--- config.mk ---
export PLATFORM = sky130hd
export DESIGN_NAME = filter_row_packer
export DESIGN_NICKNAME = d
export VERILOG_FILES = /design/src/rtl/filter_row_packer.sv
export SDC_FILE = /design/constraint.sdc
export NUM_CORES = 1
export LEC_CHECK = 0
export CAP_MARGIN = 0
export CORE_MARGIN = 5
export CORE_UTILIZATION = 55
export CTS_BUF_LIST = sky130_fd_sc_hd__clkbuf_8
export DETAILED_ROUTE_END_ITERATION = 12
export GPL_ROUTABILITY_DRIVEN = 1
export PLACE_DENSITY = 0.89
export SETUP_SLACK_MARGIN = 0.1
export SLEW_MARGIN = 10
export SYNTH_ARGS = -nofsm -noshare
export SYNTH_HDL_FRONTEND = slang
export SYNTH_SLANG_ARGS = --single-unit
--- constraint.sdc ---
create_clock -name clk -period 7.4 [get_ports clk]
set_input_delay 1.85 -clock clk [delete_from_list [all_inputs] [get_ports clk]]
set_output_delay 1.85 -clock clk [all_outputs]
set_load 0.01 [all_outputs]
--- src/rtl/filter_row_packer.sv ---
// Groups a serial stream of filter weights into KERNEL-wide rows and emits one
// filter-memory write packet {done, fil_row, fil_data} per row, one load per start.
module filter_row_packer #(
    parameter int unsigned FILTER_WIDTH = 8,
    parameter int unsigned KERNEL       = 5,
    parameter int unsigned WIDTH        = KERNEL * FILTER_WIDTH
) (
    input  logic                    clk,
    input  logic                    rst_n,
    input  logic                    start,
    input  logic                    in_valid,
    output logic                    in_ready,
    input  logic [FILTER_WIDTH-1:0] in_data,
    output logic                    pkt_valid,
    input  logic                    pkt_ready,
    output logic [WIDTH+3:0]        pkt_data,
    output logic                    busy,
    output logic                    loaded
);

    localparam logic [2:0] LAST = 3'(KERNEL - 1);

    typedef enum logic [1:0] {StIdle, StCollect, StSend, StDone} state_e;

    state_e             state_q, state_d;
    logic [2:0]         row_q, row_d;
    logic [2:0]         col_q, col_d;
    logic [WIDTH-1:0]   row_buf_q, row_buf_d;

    always_ff @(posedge clk or negedge rst_n) begin
        if (!rst_n) begin
            state_q   <= StIdle;
            row_q     <= '0;
            col_q     <= '0;
            row_buf_q <= '0;
        end else begin
            state_q   <= state_d;
            row_q     <= row_d;
            col_q     <= col_d;
            row_buf_q <= row_buf_d;
        end
    end

    always_comb begin
        state_d   = state_q;
        row_d     = row_q;
        col_d     = col_q;
        row_buf_d = row_buf_q;
        unique case (state_q)
            StIdle, StDone: begin
                if (start) begin
                    state_d = StCollect;
                    row_d   = '0;
                    col_d   = '0;
                end
            end
            StCollect: begin
                if (in_valid) begin
                    row_buf_d[col_q*FILTER_WIDTH +: FILTER_WIDTH] = in_data;
                    // col saturates at the last slot; SEND resets it for the next row
                    if (col_q == LAST) begin
                        state_d = StSend;
                    end else begin
                        col_d = col_q + 3'd1;
                    end
                end
            end
            StSend: begin
                if (pkt_ready) begin
                    if (row_q == LAST) begin
                        state_d = StDone;
                    end else begin
                        state_d = StCollect;
                        row_d   = row_q + 3'd1;
                        col_d   = '0;
                    end
                end
            end
            default: state_d = StIdle;
        endcase
    end

    // Outputs decode straight from registered state; no path from in_valid or pkt_ready.
    assign in_ready  = (state_q == StCollect);
    assign pkt_valid = (state_q == StSend);
    assign busy      = (state_q == StCollect) || (state_q == StSend);
    assign loaded    = (state_q == StDone);
    assign pkt_data  = {row_q == LAST, row_q, row_buf_q};

endmodule

# --- After elaboration in Yosys (flattened, before gate mapping) ---
# Index checks and enable logic that the tools add are counted.
word_totals:
  register_bits: 48
  input_bits: 13
  out_inout_bits: 48
  elab_cells: 44
op_classes:
  n_addsub: 3
  eq_ne: 11
  shift: 2
  n_mux: 16
  n_reduce_logical: 8
op_table:
  columns: ["op", "n"]
  rows:
  - ["$bwmux W40", 1]
  - ["$shift A8 B34 Y40 const A", 1]
  - ["$shiftx A8 B34 Y40", 1]
  - ["$neg A6 Y34", 1]
  - ["$mux W3", 7]
  - ["$mux W2", 5]
  - ["$pmux W3 S3", 1]
  - ["$ne A2 B2 Y1 const B", 4]
  - ["$reduce_and A4 Y1", 2]
  - ["$add A3 B1 Y3 const B", 2]
  - ["$eq A3 B3 Y1 const B", 2]
  - ["$pmux W2 S3", 1]
  - ["$pmux W3 S2", 1]
  - ["$reduce_and A5 Y1", 1]
  - ["$eq A2 B2 Y1 const B", 2]
  - ["$ne A2 B1 Y1 const B", 2]
  - ["$eq A2 B1 Y1 const B", 1]
  - ["$logic_not A2 Y1", 1]
  - ["$reduce_and A2 Y1", 1]
  - ["$reduce_bool A2 Y1", 1]
  - ["$reduce_or A2 Y1", 1]
  - ["$logic_or A1 B1 Y1", 1]

# --- Depth between registers and ports, before layout ---
# Gate-level depths: netlist (run 1).
depth:
  depth_word: 4
  mapped_depth: 9
  ltp_nobuf: 6

# --- Least setup slack after synthesis (run 1) ---
# OpenSTA, ideal clock, no wires.
synth_timing:
  kind: "input -> register"
  start: "in in_valid"
  end: "reg row_buf_q[32]"
  setup_ps: 80
  arrival_ps: 2847
  required_time_ps: 7320
  path_slack_ps: 4473
  stages: 5
  path_buffers: 2
  path_cell_list: "and3_1 clkbuf_1 and3_1 clkbuf_1 mux2i_1"
synth_via:
  elab_chain_cells: 1
synth_lines:
  columns: ["item", "line", "source"]
  rows:
  - ["start: declaration", "11", "input logic in_valid,"]
  - ["$reduce_and A2 Y1 (no line)", null, null]
  - ["end signal: assignment", "40", "row_buf_q <= row_buf_d;"]
  - ["end: declaration", "28", "logic [WIDTH-1:0] row_buf_q, row_buf_d;"]
# Every way passes these cells.
# A chain may end at the register's enable or synchronous reset.

# --- Worst setup path in the final report (run 1) ---
layout_timing:
  start: "reg state_q[1]"
  end: "out in_ready"
layout_via:
  elab_chain_cells: 1
layout_lines:
  columns: ["item", "line", "source"]
  rows:
  - ["start: declaration", "25", "state_e state_q, state_d;"]
  - ["start signal: assignment", "32", "state_q <= StIdle;"]
  - ["start signal: assignment", "37", "state_q <= state_d;"]
  - ["$eq A2 B1 Y1", "84", "assign in_ready = (state_q == StCollect);"]
  - ["end: declaration", "12", "output logic in_ready,"]
# Every way passes these cells.

==> results of run 1 <==
==> flip-flops by register name (all words and copies together), names as in the netlist <==
register / flops
col_q: 3
row_buf_q: 40
state_q: 2
row_q: 3
==> power by group through the flow <==
stage,logic (mW),registers [mW],clock network [mW]
detailed placement,0.686,0.464,0
global route,0.753,0.476,0.215
floorplan,0.325,0.500,0
global placement,0.662,0.459,0
CTS,0.691,0.460,0.201
finish,0.684,0.460,0.201
==> synthesized netlist by cell type <==
master | instances | area share, %
nor2b_1 | 3 | 0.75
inv_1 | 42 | 6.3
mux2_2 | 1 | 0.45
a21oi_1 | 1 | 0.20
clkbuf_1 | 7 | 1.0
a22o_1 | 2 | 0.70
nor4bb_1 | 1 | 0.40
nor4_1 | 1 | 0.25
nor4b_1 | 1 | 0.35
and4b_1 | 1 | 0.40
or3_1 | 2 | 0.50
and3b_1 | 2 | 0.70
nand2_1 | 36 | 5.4
a221o_1 | 1 | 0.40
nor3b_1 | 1 | 0.30
or3b_2 | 1 | 0.35
nor2_1 | 1 | 0.15
o221ai_1 | 1 | 0.35
nand3b_1 | 1 | 0.30
o32ai_1 | 1 | 0.35
and3_1 | 3 | 0.75
and2_1 | 1 | 0.25
mux2i_1 | 32 | 13
nand3_1 | 4 | 0.80
a21bo_2 | 2 | 0.80
a21boi_0 | 1 | 0.30
o21ai_0 | 2 | 0.40
o211ai_1 | 1 | 0.30
a211o_1 | 2 | 0.70
ha_1 | 13 | 6.5
nand4b_1 | 2 | 0.70
o22ai_1 | 2 | 0.50
nand2b_1 | 2 | 0.50
dfrtp_1 | 48 | 48
mux2_4 | 8 | 4.8
o2111ai_1 | 1 | 0.35
nor3_1 | 3 | 0.60
buf_6 | 2 | 0.90
a221oi_1 | 1 | 0.35
o31ai_1 | 1 | 0.30
==> worst register-to-register path, stage by stage (launching register included) <==
cell	delay, ns
dfrtp_1	0.55
inv_1	0.16
ha_1	0.27
ha_1	0.36
or3b_2	0.45
or3_1	0.55
mux2_4	0.38
==> per-layer routing <==
layer,global-route usage [%],vias to the layer above,wire (microns)
met5,0,-,0
met4,7.216,0,121
met3,5.440,12,436
met2,31.65,83,2669
met1,25.32,913,2291
li1,-,902,-
==> cell usage in the layout, fill, tap and decap left out, drive strengths merged, types with 2 or more instances in the layout <==
| master | netlist | final |
|---|---|---|
| inv | 42 | 42 |
| mux2i | 32 | 32 |
| o22ai | 2 | 2 |
| and3b | 2 | 2 |
| nand3 | 4 | 4 |
| clkbuf | 7 | 6 |
| and3 | 3 | 3 |
| nor2b | 3 | 3 |
| nand2 | 36 | 36 |
| nand2b | 2 | 2 |
| clkdlybuf4s50 | 0 | 59 |
| a22o | 2 | 2 |
| or3 | 2 | 2 |
| nor3 | 3 | 3 |
| ha | 13 | 13 |
| a21bo | 2 | 2 |
| buf | 2 | 2 |
| nand4b | 2 | 2 |
| o21ai | 2 | 2 |
| dfrtp | 48 | 48 |
| mux2 | 9 | 9 |
| a211o | 2 | 2 |
==> worst max path at each step <==
| stage | from | end | cells past startpoint |
|---|---|---|---|
| 6_report | state_q[1] | in_ready | 3 |
| 5_1_grt | state_q[1] | in_ready | 3 |
| 4_1_cts | state_q[1] | in_ready | 3 |
| 3_5_place_dp | in_valid | row_buf_q[2] | 4 |
| 3_3_place_gp | in_valid | row_buf_q[5] | 4 |
| 2_1_floorplan | in_valid | row_buf_q[32] | 5 |
==> final cells by class <==
cell class | instances | area, sq um
Sequential cell | 48 | 1201
Fill cell | 306 | 1135
Multi-Input combinational cell | 139 | 1101
Timing Repair Buffer | 61 | 603.1
Inverter | 42 | 157.7
Clock buffer | 6 | 82.58
Tap cell | 52 | 65.06
Clock inverter | 2 | 38.79
==> cell families after synthesis <==
| logic type | count (synthesis) |
|---|---|
| fa+ha+maj | 13 |
| simple gates | 66 |
| compound gates | 19 |
| buf+inv | 51 |
| mux | 41 |
| flops | 48 |
==> per-stage QoR <==
step / hold slack (ns) / cells / setup WS, ns / cell area, sq um
finish: 0.5202 / 350 / 3.736 / 3249
global placement: 0.5015 / 342 / 3.859 / 3128
global route: 0.5470 / 350 / 3.631 / 3249
detailed placement: 0.5095 / 342 / 3.798 / 3128
floorplan: 0.5374 / 238 / 4.473 / 2509
CTS: 0.5253 / 350 / 3.735 / 3249
==> flow_summary.yaml, run 1 <==
die:
  die-area_sq_um: 6012
  die_h_microns: 77.54
  ios: 61
  die_w_microns: 77.54
  initial_core_util_pct: 57.22
  core_region_area_sq_um: 4384
  fp-row-count: 24
critical_path:
  crit_path_start_kind: "flop"
  worstPathBufferInverterCount: 2
  crit_required_ns: 5.55
  worstPathArrival_ns: 1.81
  critPathCaptureType: "output pin"
  r2r_slack_ns: 4.57
  crit_family: "buffers and inverters"
  slowest_stage: "clkdlybuf4s50_1"
  worstSetupPathType: "flop to output pin"
  cp_max_fo: 12
  crit_path_max_incr_delay_ns: 0.63
  r2r_start: "col_q[0]"
  timing.rr.end: "row_buf_q[7]"
  cp_cell_sequence: "inv_1 > ha_1 > clkdlybuf4s50_1"
  r2r_cells: 6
clock_network:
  post-cts-setup-buffers: 0
  path_clk_slew_ns: 0.09
  clock_sinks: 48
  ctsHoldBuffers: 0
  clk_latency_ns: 0.30
  htreeDepth: 2
  cts_tree: "built"
  root_buffer: "clkbuf_8"
  clk_path_buf_depth: 2
  cts_buffers: 5
  cts_resized: 0
timing:
  tns_ns: 0
  skew_ns: 0.003456
  worst_slew_margin_rel_pct: 29.94
  period_needed_ns: 3.664
  drv_slew: 0
  setup_violations: 0
  rsz0062_at_grt: "no"
  clock.fmax_mhz: 272.9
  worstMarginPinSlew_ns: 1.051
  hold_viol: 0
  final.period_utilization_pct: 49.51
synth:
  synthAdderAreaFrac_pct: 6.484
  synth_cell_types: 40
  syn_inst: 238
  syn_area_per_cell_sq_um: 10.54
  synthMuxAreaShare_pct: 18.00
  seq_area_frac_synth_pct: 47.88
  synth_fp_nets: 264
  synthXorXnorAreaFrac_pct: 0
  synth_top_family_by_area: "multiplexers"
  synth.cell_area_sq_um: 2509
  yosysWarnings: 0
  ys_ff_latch: 48
  synth-simple-area-share_pct: 13.42
  synth-compound-area-share_pct: 5.985
drt:
  ant_nets: 0
  wl_per_cell_microns: 15.77
  drt-pass1-iter-count: 6
  via_per_inst: 5.457
  vias: 1910
  routed_wl_microns: 5518
  drc_errors: 0
  drt_iter0_drc: 76
final_layout:
  insertedDiodeCount: 0
  layout.nets: 323
  drive_gt1_share_pct: 7.383
  synthToLayoutAreaGrowth_pct: 29.53
  utilization_pct: 74.12
pwr:
  switching_share_pct: 35.81
  p_switching_uw: 481.5
  power_mw: 1.345
  p_int_uw: 863.1
  combPwrFrac_pct: 50.8
  peakVddDrop_v: 0.0001941
  seq_power_share_pct: 34.2
  p_per_area_nw_per_um2: 413.8
  p_clk_share_pct: 14.9
  leakagePower_nw: 1.641
grt:
  grt_antenna_before_repair: 0
  grt_pass1_wl_microns: 9653
  grt_overflow_total: 0
  grt_max_degree: 49
  grt_use_total_pct: 19.64
  grt_pass1_vias: 1958
worst_hold_path:
  holdCritPathClass: "flop to flop"
  hold_end: "row_buf_q[13]"
  whs_path_depth: 2
  hold_path_startpoint: "row_buf_q[13]"
placed_design:
  io_buffer_count: 60
  globalplace.congestion: 0.8203
  dp_hpwl_microns: 4039
outcome:
  status: "finished, final reports clean"
job:
  maxCapViolations: 0
Note: power is estimated with default switching activity, not from simulation.
==> run 2, diff against run 1 <==
- CORE_UTILIZATION: 55 -> 51
- PLACE_DENSITY: 0.89 -> 0.83
- clock period: 7.4 -> 3.65 ns (I/O delays scaled with it)
==> run 2 against run 1 <==
Combinational power is 100% higher. First-iteration DRC count is 12% lower. Clock power grew 64%. Sequential share of layout area increased by 0.057 points. Non-clock buffer count unchanged. Die area rose by 6.8%. Core utilization is 5.9 points lower. Global-route usage shrank 1.5 points. Total power grew 96%. Register-to-register slack lost 3.7 ns.
==> flow_summary.yaml, run 2 (synthesized netlist as in run 1, its figures left out) <==
clock_network:
  path_clk_slew_ns: 0.09
  clk_path_buf_depth: 2
  root_buffer: "clkbuf_8"
  clock_sinks: 48
  cts_tree: "built"
  clk_latency_ns: 0.30
  ctsHoldBuffers: 0
  cts_resized: 0
  htreeDepth: 2
  cts_buffers: 5
  post-cts-setup-buffers: 0
pwr:
  p_per_area_nw_per_um2: 813.9
  power_mw: 2.641
  peakVddDrop_v: 0.0004548
  leakagePower_nw: 1.623
drt:
  routed_wl_microns: 5293
  drc_errors: 0
  vias: 1849
  met3_length_microns: 279
  ant_nets: 0
  route.met2.wl_microns: 2551
  wl_met1_microns: 2406
  drt-pass1-iter-count: 4
  drt_iter0_drc: 67
  maxUsedRoutingLayer: "met4"
  wl_per_cell_microns: 14.50
  via_per_inst: 5.066
placed_design:
  io_buffer_count: 60
  globalplace.congestion: 0.8201
  dp_hpwl_microns: 3980
  dp_cells: 357
grt:
  grt_antenna_before_repair: 0
  grt_pass1_vias: 1816
  grt_use_total_pct: 18.09
  grt_overflow_total: 0
  grt_max_degree: 49
  grt_pass1_wl_microns: 9011
die:
  die_w_microns: 80.14
  die_h_microns: 80.14
  initial_core_util_pct: 52.76
  core_region_area_sq_um: 4755
  ios: 61
  fp-row-count: 25
  die-area_sq_um: 6422
outcome:
  status: "finished, final reports clean"
final_layout:
  fillCellCount: 366
  layout.nets: 323
  synthToLayoutAreaGrowth_pct: 29.33
  utilization_pct: 68.24
  final_cell_mix: "clkdlybuf4s50_1, dfrtp_1, inv_1"
  drive_gt1_share_pct: 7.383
  fin_cells: 365
  largestRegisters: "row_buf_q x40, col_q x3, row_q x3"
  top_register: "row_buf_q"
  largest_reg_flops: 40
  final_common_cell: "clkdlybuf4s50_1"
  insertedDiodeCount: 0
timing:
  rsz0062_at_grt: "no"
  clock.fmax_mhz: 356.2
  skew_ns: 0.006936
  period_needed_ns: 2.807
  drv_slew: 0
  hold_viol: 0
  setup_violations: 0
  worstMarginPinSlew_ns: 1.047
  worst_slew_margin_rel_pct: 30.07
  tns_ns: 0
  final.period_utilization_pct: 76.91
  hold_ws_ns: 0.5194
critical_path:
  worstPathArrival_ns: 3.00
  r2r_start: "col_q[0]"
  critPathCaptureType: "flop"
  r2r_cells: 6
  timing.rr.end: "row_buf_q[3]"
  crit_path_start_kind: "flop"
  worstSetupPathType: "flop to flop"
  r2r_slack_ns: 0.84
  cp_max_fo: 12
  crit_required_ns: 3.84
worst_hold_path:
  hold_path_startpoint: "row_buf_q[21]"
  holdCritPathClass: "flop to flop"
  whs_path_depth: 2
  hold_end: "row_buf_q[21]"
job:
  maxCapViolations: 0
## run 2: cell types whose count changed in the layout (fill, tap and decap cells not counted)
cell / previous run / this run
bufinv_16: 1 / 0
clkinv_4: 1 / 0
clkinvlp_4: 0 / 2
## run 2: per-layer routing
layer  track usage [%]  up-vias
met1             24.56      880
met2             29.47       54
met3             4.260        8
met5                 0        -
li1                  -      907
met4             4.054        0
## run 2: worst max-delay path by stage
stage / endpoint / slack (ns) / from
2_1_floorplan: row_buf_q[0] / 1.22 / col_q[0]
5_1_grt: row_buf_q[6] / 0.70 / col_q[0]
4_1_cts: row_buf_q[3] / 0.85 / col_q[0]
3_3_place_gp: row_buf_q[5] / 0.99 / col_q[0]
6_report: row_buf_q[3] / 0.84 / col_q[0]
3_5_place_dp: row_buf_q[3] / 0.86 / col_q[0]
## run 2: where the power goes
part | internal [mW] | switching, mW | total, mW | leakage (nW)
Combinational | 0.755 | 0.626 | 1.38 | 1.00
Clock | 0.153 | 0.176 | 0.330 | 0.0434
Sequential | 0.770 | 0.159 | 0.930 | 0.578
Total | 1.68 | 0.961 | 2.64 | 1.62
## run 2: stage by stage
step,setup WS [ns],area [sq um]
2_1_floorplan,1.216,2509
3_3_place_gp,0.9919,3147
3_5_place_dp,0.8609,3147
4_1_cts,0.8531,3244
5_1_grt,0.6985,3244
6_report,0.8428,3244
## run 2: critical path, cell delays in order (launching register included)
cell,delay [ns]
dfrtp_1,0.54
inv_1,0.15
ha_1,0.27
ha_1,0.36
or3b_2,0.45
or3_1,0.55
mux2_4,0.38
## run 2: layout make-up
class / count / area (sq um) / area share (%)
Clock buffer: 6 / 82.58 / 2.545
Clock inverter: 2 / 15.01 / 0.4628
Inverter: 42 / 157.7 / 4.859
Multi-Input combinational cell: 139 / 1101 / 33.94
Sequential cell: 48 / 1201 / 37.02
Tap cell: 67 / 83.83 / 2.584
Timing Repair Buffer: 61 / 603.1 / 18.59
